### config.mk
export PLATFORM = sky130hd
export DESIGN_NAME = hongwai_rx
export DESIGN_NICKNAME = d
export VERILOG_FILES = /design/src/rtl/hongwai_rx.sv
export SDC_FILE = /design/constraint.sdc
export NUM_CORES = 1
export LEC_CHECK = 0
export BUFFER_PORTS_ARGS = -buffer_cell sky130_fd_sc_hd__buf_2
export CAP_MARGIN = 20
export CORE_ASPECT_RATIO = 1.25
export CORE_UTILIZATION = 40
export CTS_BUF_LIST = sky130_fd_sc_hd__clkbuf_8
export DETAILED_ROUTE_END_ITERATION = 10
export RECOVER_POWER = 25
export SLEW_MARGIN = 10
export SYNTH_ARGS = -nofsm -noshare
export SYNTH_HDL_FRONTEND = slang
export SYNTH_SLANG_ARGS = --single-unit
### constraint.sdc
create_clock -name clk -period 6.29 [get_ports clk]
set_clock_uncertainty 0.2 [all_clocks]
set_input_delay 1.5725 -clock clk [delete_from_list [all_inputs] [get_ports clk]]
set_output_delay 1.5725 -clock clk [all_outputs]
set_load 0.01 [all_outputs]
### src/rtl/hongwai_rx.sv
// hongwai_rx: decodes a two-field IR frame (lead, 35 bits, connect, 32 bits, stop)
// from a demodulated receiver output by measuring mark and period durations in clk cycles.
`timescale 1ns/1ps
module hongwai_rx #(
   parameter int CW      = 22,
   parameter int LM_MIN  = 800000,
   parameter int LM_MAX  = 1000000,
   parameter int LS_MIN  = 350000,
   parameter int LS_MAX  = 550000,
   parameter int MK_MIN  = 30000,
   parameter int MK_MAX  = 180000,
   parameter int PER_MIN = 80000,
   parameter int PER_MAX = 300000,
   parameter int CS_MIN  = 1800000,
   parameter int CS_MAX  = 2200000,
   parameter int BIT1_TH = 170000
) (
   input  logic        clk,
   input  logic        rst,
   input  logic        ir_in,
   output logic [34:0] data35_out,
   output logic [31:0] data32_out,
   output logic        frame_valid,
   output logic        frame_err,
   output logic        busy,
   output logic        led_out
);
   localparam int LW = CW + 2;
   localparam logic [LW-1:0] L_ONE     = LW'(1);
   localparam logic [LW-1:0] L_LM_MIN  = LW'(LM_MIN);
   localparam logic [LW-1:0] L_LM_MAX  = LW'(LM_MAX);
   localparam logic [LW-1:0] L_LS_MIN  = LW'(LS_MIN);
   localparam logic [LW-1:0] L_LS_MAX  = LW'(LS_MAX);
   localparam logic [LW-1:0] L_MK_MIN  = LW'(MK_MIN);
   localparam logic [LW-1:0] L_MK_MAX  = LW'(MK_MAX);
   localparam logic [LW-1:0] L_PER_MIN = LW'(PER_MIN);
   localparam logic [LW-1:0] L_PER_MAX = LW'(PER_MAX);
   localparam logic [LW-1:0] L_CS_MIN  = LW'(CS_MIN);
   localparam logic [LW-1:0] L_CS_MAX  = LW'(CS_MAX);
   localparam logic [LW-1:0] L_TH      = LW'(BIT1_TH);

   typedef enum logic [2:0] {
      S_IDLE, S_LEAD_MARK, S_LEAD_SPACE, S_BITS35, S_CONN_SPACE, S_BITS32
   } state_t;

   state_t          r_state;
   logic            r_sync1, r_sync2, r_sync3;
   logic            r_fall, r_rise;
   logic [CW-1:0]   r_cnt;
   logic [LW-1:0]   r_mark_len;
   logic            r_in_space;
   logic [5:0]      r_bit_cnt;
   logic [34:0]     r_sh35;
   logic [31:0]     r_sh32;
   logic [34:0]     r_data35;
   logic [31:0]     r_data32;
   logic            r_valid, r_err, r_busy, r_led;

   logic [LW-1:0]   w_len;
   logic [LW-1:0]   w_per;
   logic            w_bit, w_mark_ok, w_per_ok, w_fail;

   // w_len is the length of the running segment including this cycle, so an edge
   // arriving L cycles after the previous one is judged against exactly L.
   assign w_len     = {2'b00, r_cnt} + L_ONE;
   assign w_per     = r_mark_len + w_len;
   assign w_bit     = (w_per >= L_TH);
   assign w_mark_ok = (w_len >= L_MK_MIN) && (w_len <= L_MK_MAX);
   assign w_per_ok  = (w_per >= L_PER_MIN) && (w_per <= L_PER_MAX);

   always_ff @(posedge clk) begin
      if (rst) begin
         r_sync1 <= 1'b0;
         r_sync2 <= 1'b0;
         r_sync3 <= 1'b0;
         r_fall  <= 1'b0;
         r_rise  <= 1'b0;
         r_cnt   <= '0;
      end else begin
         r_sync1 <= ir_in;
         r_sync2 <= r_sync1;
         r_sync3 <= r_sync2;
         r_fall  <= r_sync3 & ~r_sync2;
         r_rise  <= ~r_sync3 & r_sync2;
         if (r_fall | r_rise)
            r_cnt <= '0;
         else if (r_cnt != '1)
            r_cnt <= r_cnt + CW'(1);
      end
   end

   // A bad edge and a phase timeout land in the same cycle, so one flag covers both.
   always_comb begin
      w_fail = 1'b0;
      case (r_state)
         S_LEAD_MARK:  w_fail = r_rise ? !((w_len >= L_LM_MIN) && (w_len <= L_LM_MAX)) : (w_len > L_LM_MAX);
         S_LEAD_SPACE: w_fail = r_fall ? !((w_len >= L_LS_MIN) && (w_len <= L_LS_MAX)) : (w_len > L_LS_MAX);
         S_CONN_SPACE: w_fail = r_fall ? !((w_len >= L_CS_MIN) && (w_len <= L_CS_MAX)) : (w_len > L_CS_MAX);
         S_BITS35, S_BITS32: begin
            if (!r_in_space)
               w_fail = r_rise ? !w_mark_ok : (w_len > L_MK_MAX);
            else
               w_fail = r_fall ? !w_per_ok : (w_per > L_PER_MAX);
         end
         default: w_fail = 1'b0;
      endcase
   end

   always_ff @(posedge clk) begin
      if (rst) begin
         r_state    <= S_IDLE;
         r_mark_len <= '0;
         r_in_space <= 1'b0;
         r_bit_cnt  <= '0;
         r_sh35     <= '0;
         r_sh32     <= '0;
         r_data35   <= '0;
         r_data32   <= '0;
         r_valid    <= 1'b0;
         r_err      <= 1'b0;
         r_busy     <= 1'b0;
         r_led      <= 1'b0;
      end else begin
         r_valid <= 1'b0;
         r_err   <= 1'b0;
         if (w_fail) begin
            r_state <= S_IDLE;
            r_busy  <= 1'b0;
            r_err   <= 1'b1;
         end else begin
            case (r_state)
               S_IDLE: if (r_fall) begin
                  r_state <= S_LEAD_MARK;
                  r_busy  <= 1'b1;
               end
               S_LEAD_MARK: if (r_rise) r_state <= S_LEAD_SPACE;
               S_LEAD_SPACE: if (r_fall) begin
                  r_state    <= S_BITS35;
                  r_bit_cnt  <= '0;
                  r_in_space <= 1'b0;
               end
               S_BITS35: begin
                  if (!r_in_space && r_rise) begin
                     if (r_bit_cnt == 6'd35) begin
                        r_state <= S_CONN_SPACE;
                     end else begin
                        r_mark_len <= w_len;
                        r_in_space <= 1'b1;
                     end
                  end else if (r_in_space && r_fall) begin
                     r_sh35     <= {r_sh35[33:0], w_bit};
                     r_bit_cnt  <= r_bit_cnt + 6'd1;
                     r_in_space <= 1'b0;
                  end
               end
               S_CONN_SPACE: if (r_fall) begin
                  r_state    <= S_BITS32;
                  r_bit_cnt  <= '0;
                  r_in_space <= 1'b0;
               end
               S_BITS32: begin
                  if (!r_in_space && r_rise) begin
                     r_mark_len <= w_len;
                     r_in_space <= 1'b1;
                  end else if (r_in_space && r_fall) begin
                     // The fall closing bit 32 is the stop mark: publish and go idle.
                     if (r_bit_cnt == 6'd31) begin
                        r_data35 <= r_sh35;
                        r_data32 <= {r_sh32[30:0], w_bit};
                        r_valid  <= 1'b1;
                        r_led    <= ~r_led;
                        r_state  <= S_IDLE;
                        r_busy   <= 1'b0;
                     end else begin
                        r_sh32     <= {r_sh32[30:0], w_bit};
                        r_bit_cnt  <= r_bit_cnt + 6'd1;
                        r_in_space <= 1'b0;
                     end
                  end
               end
               default: begin
                  r_state <= S_IDLE;
                  r_busy  <= 1'b0;
               end
            endcase
         end
      end
   end

   assign data35_out  = r_data35;
   assign data32_out  = r_data32;
   assign frame_valid = r_valid;
   assign frame_err   = r_err;
   assign busy        = r_busy;
   assign led_out     = r_led;
endmodule

Word level (Yosys, flattened, before mapping)
Index checks and enable logic that the tools add are counted.

word-level totals
  register bits = 198
  input port bits = 3
  output and inout port bits = 71

operators by class
  add/sub/neg operators = 4
  magnitude comparators = 16
  equality and inequality tests = 27
  muxes and demuxes = 43
  bitwise operators = 12
  reduce and logical (&&, ||, !) cells = 30

operators by type and width
  kind                   count
  $mux 24                3
  $pmux 24 s2            1
  $gt 23x20->1 const B   2
  $le 23x20->1 const B   2
  $mux 6                 6
  $ne 2x2->1 const B     14
  $mux 3                 9
  $add 24x23->24         1
  $ge 24x17->1 const B   1
  $ge 24x18->1 const B   1
  $gt 24x19->1 const B   1
  $le 24x19->1 const B   1
  $add 22x1->23 const B  1
  $ge 23x15->1 const B   1
  $ge 23x19->1 const B   1
  $ge 23x20->1 const B   1
  $ge 23x21->1 const B   1
  $gt 23x18->1 const B   1
  $gt 23x22->1 const B   1
  $le 23x18->1 const B   1
  $le 23x22->1 const B   1
  $add 22x1->22 const B  1
  $ne 22x22->1 const B   1
  $reduce_and 5->1       4
  other kinds (28)       75

Longest topological paths before layout
  depth after elaboration = 10
  mapped depth = 21

Worst setup path before layout
Ideal clock, no wire load.

  path kind = reg2reg
  start = reg r_cnt[1]
  end = reg r_led, in the netlist led_out
  setup time = 0.123 ns
  data arrival time = 4.802 ns
  required time = 5.967 ns
  slack = 1.165 ns
  cell stages (with the launch flop) = 21
  buffers on the path = 3
  period minus slack after synthesis = 5.125 ns
  cells stage by stage = dfxtp_1 > ha_1 > nand4_1 > or4_1 > or3_1 > and2_1 > inv_1 > ha_1 > clkbuf_1 > a21oi_1 > o21ai_1 > a311oi_1 > nor2_1 > nor2_1 > nand2_1 > nor4b_1 > a41oi_1 > or4_1 > clkbuf_1 > buf_6 > mux2_1

on the way
  word-level cells in the longest chain between the ends = 10
  elaborated cells on any way between the ends = 36
  those cells by class = add/sub: 2; order compare: 15; mux: 7; bitwise: 1; reduce/logical: 11

ends and longest elaborated chain
  element                                       line  text
  start: declaration                            49    logic [CW-1:0] r_cnt;
  start signal: assignment                      88    r_cnt <= r_cnt + CW'(1);
  $add 22x1->23 *                               65    assign w_len = {2'b00, r_cnt} + L_ONE;
  net w_len[16]                                 59    logic [LW-1:0] w_len;
  $add 24x23->24                                66    assign w_per = r_mark_len + w_len;
  $ge 24x17->1 or $le 24x19->1 (tied branches)  69    assign w_per_ok = (w_per >= L_PER_MIN) && (w_per <= L_PER_MAX);
  $logic_and 1x1->1                             69
  $logic_not 1->1                               103   w_fail = r_fall ? !w_per_ok : (w_per > L_PER_MAX);
  $mux 1                                        103
  $mux 1                                        100   if (!r_in_space)
  $pmux 1 s4 *                                  95    case (r_state)
  $not 1->1 (no line) *                         n/a
  $reduce_and 5->1 (no line) *                  n/a
  end signal: assignment                        171   r_led <= ~r_led;
  end: declaration                              57    logic r_valid, r_err, r_busy, r_led;

The timed path passes the listed nets; every way through them passes the cells marked *.
A chain may end at the register's enable or synchronous reset.

Worst setup path in the final report
  start = reg r_cnt[0]
  end = reg r_data32[4], in the netlist data32_out[4]

on the way
  word-level cells in the longest chain between the ends = 10
  elaborated cells on any way between the ends = 36
  those cells by class = add/sub: 2; order compare: 15; mux: 7; bitwise: 1; reduce/logical: 11

ends and longest elaborated chain
  element                                       line  text
  $add 22x1->23 *                               65
  net w_len[12]                                 59
  $add 24x23->24                                66
  $ge 24x17->1 or $le 24x19->1 (tied branches)  69
  $logic_and 1x1->1                             69
  $logic_not 1->1                               103
  $mux 1                                        103
  $mux 1                                        100
  $pmux 1 s4 *                                  95
  $not 1->1 (no line) *                         n/a
  $reduce_and 5->1 (no line) *                  n/a
  end signal: assignment                        169   r_data32 <= {r_sh32[30:0], w_bit};
  end: declaration                              56    logic [31:0] r_data32;

Marks and branches as above.

==> out/qor.csv <==
metric,value,unit
CP endpoint kind,register,
final hold slack,0.221,ns
critical path required time,6.46,ns
CTS tree,built,
post-layout min period,5.91,ns
global route overflow,0,
core area,25200,sq um
sequential share of the synthesized area,38.4,%
Overall Power,0.00217,W
nets@finish,1261,
worst-margin pin slew,2.12,ns
"Slew Viols, Final",45,
Clock transition at path regs,0.11,ns
largest net degree at the start of global routing,103,
Area Growth Syn to Fin,10.7,%
final hold vios,0,
Unique masters post-synth,88,
clk root buf,clkbuf_8,
share of layout cells above drive strength 1,8.47,%
Worst Hold Path Cells,1,
HPWL after DPL,19.4,mm
router iterations before antenna repair,5,
post-route ant nets,0,
yosys warns,0,
Final setup viols,0,
Max Cap Viol,1,
CP arrival,6.08,ns
number of buffers created by CTS,17,
status,"finished, violations left",
die height,181,um
CP Class,register to register,
Total GRT Usage,20.9,%
RSZ-0062 raised after global routing,no,
via count,8906,
CP max FO,17,
WL/cell,17.2,um
peak supply drop,0.146,mV
violated checks,"max-capacitance violations, max-slew violations",
period utilization,94.0,%
synthesized area per cell,8.69,sq um
"Core Util, Final",45.1,%
power density cells,191,nW/um^2
Clock Sinks,197,
Critical path origin,r_cnt[0],
"Primary FF master, synth",dfxtp_1,
Fmax,169,MHz
Port-buffer cells,73,
Placer Congestion,0.917,
Ports,74,
"EDFF count, synth",0,
Placement Rows,65,
post-synth design cell area,10300,sq um
Die W,145,um
Critical R2R Launch,r_cnt[0],
Antenna Cells,0,
#FFs+latches synth,197,
setup TNS,0,ns
Hold Startpoint,r_sync3,
reg2reg path depth,17,
Max-slew headroom,-41.4,%
Detailed Route Iter0 Violations,552,
first-pass GRT wire length,44.7,mm
H-tree depth,4,
"Clk Latency, worst-skew pair",0.49,ns
leakage,4.48,nW
DIE AREA,26300,sq um
drt drc,0,
Synth Instances,1181,
Async SR Flop Fraction,0,%
"area leader, netlist",dfxtp_1,
Mapped Nets,1214,
crit start category,register,
top post-synthesis cells by area,"dfxtp_1 (38%), mux2i_1 (13%), nand2_1 (7.1%)",
vias in the first global route,8710,
Vias per Instance,5.65,
WL final,27.0,mm
share of the synthesized area in the top cell type,38.4,%
initial antenna violation count,0,
Initial Util,40.7,%
worst min-delay path class,register to register,
Bufs on Longest Clock Path,2,
-- layout make-up --
class	instances	area, sq um
multi-input cells	870	5860
flip-flops and latches	197	3950
well taps	335	419
clock buffers	18	248
inverters	33	126
fillers	2577	13800
repair buffers	109	604
clock inverters	13	159
-- layer usage --
metal | routed length (um) | global-route usage, % | vias up
met2 | 13100 | 36.1 | 257
met1 | 11700 | 25.0 | 4237
met5 | 0 | 0 | -
met3 | 1310 | 4.34 | 58
li1 | - | - | 4354
met4 | 879 | 8.72 | 0
-- where the power goes --
group | leakage (nW) | internal [W] | switching, W
clock | 0.204 | 0.000345 | 0.000508
combinational | 2.69 | 0.0000145 | 0.0000414
sequential | 1.59 | 0.00125 | 0.00000781
total | 4.48 | 0.00161 | 0.000557
-- cells by family (layout without fill, tap and decap cells) --
logic type | Yosys count | after routing | synth area share [%]
DFF | 197 | 197 | 38.4
adders and majority gates | 30 | 30 | 3.73
xor gates and xnor gates | 40 | 40 | 3.41
and+or+nand+nor | 403 | 403 | 19.7
muxes | 138 | 138 | 13.5
AOI/OAI and AO/OA | 259 | 259 | 16.6
buffers and inverters | 114 | 173 | 4.66
-- stage by stage --
step                      std cells  setup WS, ns  instance area, sq um
final                          1575         0.380                 11400
after global routing           1575        0.0101                 11400
after CTS                      1575         0.353                 11400
after detailed placement       1544         0.409                 11000
after global placement         1543         0.498                 11000
after floorplan                1181          1.17                 10300
-- state kept, by name, summed over array words and instances (netlist names), 3 cells and up --
name	flops
data35_out	35
r_sh35	35
data32_out	32
r_sh32	31
r_mark_len	23
r_cnt	22
r_bit_cnt	6
r_state	3
-- repair_timing --
action / in CTS / in global routing
setup buffers: 0 / 0
setup endpoints to repair: 0 / 113
hold buffers: 0 / 0
resized for setup: 0 / 2
endpoints found under the hold margin: 0 / 0
-- placed cells by master (no fill, tap or decap), drive strengths merged, types with 4 or more instances in the layout --
master / netlist / routed
nor4: 15 / 15
a31o: 5 / 5
and4: 8 / 8
or4: 8 / 8
o31ai: 6 / 6
a21boi: 6 / 6
or3: 14 / 14
a211oi: 21 / 21
clkbuf: 53 / 81
xnor2: 26 / 26
nor2: 45 / 45
mux2i: 136 / 136
nand4: 18 / 18
a21oi: 82 / 82
o2111ai: 4 / 4
and3: 13 / 13
nand3: 22 / 22
o21a: 7 / 7
nand4b: 4 / 4
a2111oi: 5 / 5
o311ai: 5 / 5
a31oi: 16 / 16
nand2: 193 / 193
o21ai: 43 / 43
ha: 29 / 29
nor2b: 8 / 8
nor3: 22 / 22
a41oi: 5 / 5
dfxtp: 197 / 197
nand2b: 4 / 4
and2: 7 / 7
a21o: 9 / 9
nor3b: 11 / 11
inv: 33 / 41
buf: 28 / 46
o211ai: 12 / 12
xor2: 14 / 14
-- worst max-delay path, cell delays in order, from the launching register on --
cell and delay, ns:
dfxtp_1 0.63, ha_1 0.26, buf_4 0.19, and4_1 0.44, and3_1 0.25, xnor2_1 0.24
inv_1 0.18, ha_1 0.45, nand4_1 0.15, or4_1 0.52, a31oi_2 0.29, xnor2_1 0.23
nor4b_1 0.09, a31oi_1 0.30, a41oi_1 0.19, or4_4 0.76, buf_4 0.29, mux2i_1 0.13
-- final timing paths --
| path | to | slack (ns) |
|---|---|---|
| min | r_rise | 0.22 |
| min reg2reg | r_rise | 0.22 |
| max | data32_out[4] | 0.38 |
| max reg2reg | data32_out[4] | 0.38 |
-- cell usage after synthesis (4+ instances only) --
cell type  instances
clkbuf_1          52
nor3_1            21
a41oi_1            5
o211ai_1          12
inv_1             33
nor4_1            12
a31oi_1           15
nand2_1          193
and4_1             8
nand2b_1           4
nor3b_1           11
o2111ai_1          4
mux2i_1          136
nor2b_1            8
ha_1              29
or3_1             14
nand4_1           16
a31o_2             5
a21o_1             9
and3_1            13
a21oi_1           82
nor2_1            45
nand3_1           21
xnor2_1           26
xor2_1            14
nand4b_1           4
or4_1              7
a2111oi_0          4
buf_2             24
o21ai_1            4
a21boi_0           5
a211oi_1          21
o31ai_1            6
o21ai_0           39
dfxtp_1          197
and2_1             6
o21a_1             7
(Power assumes the default switching activity.)
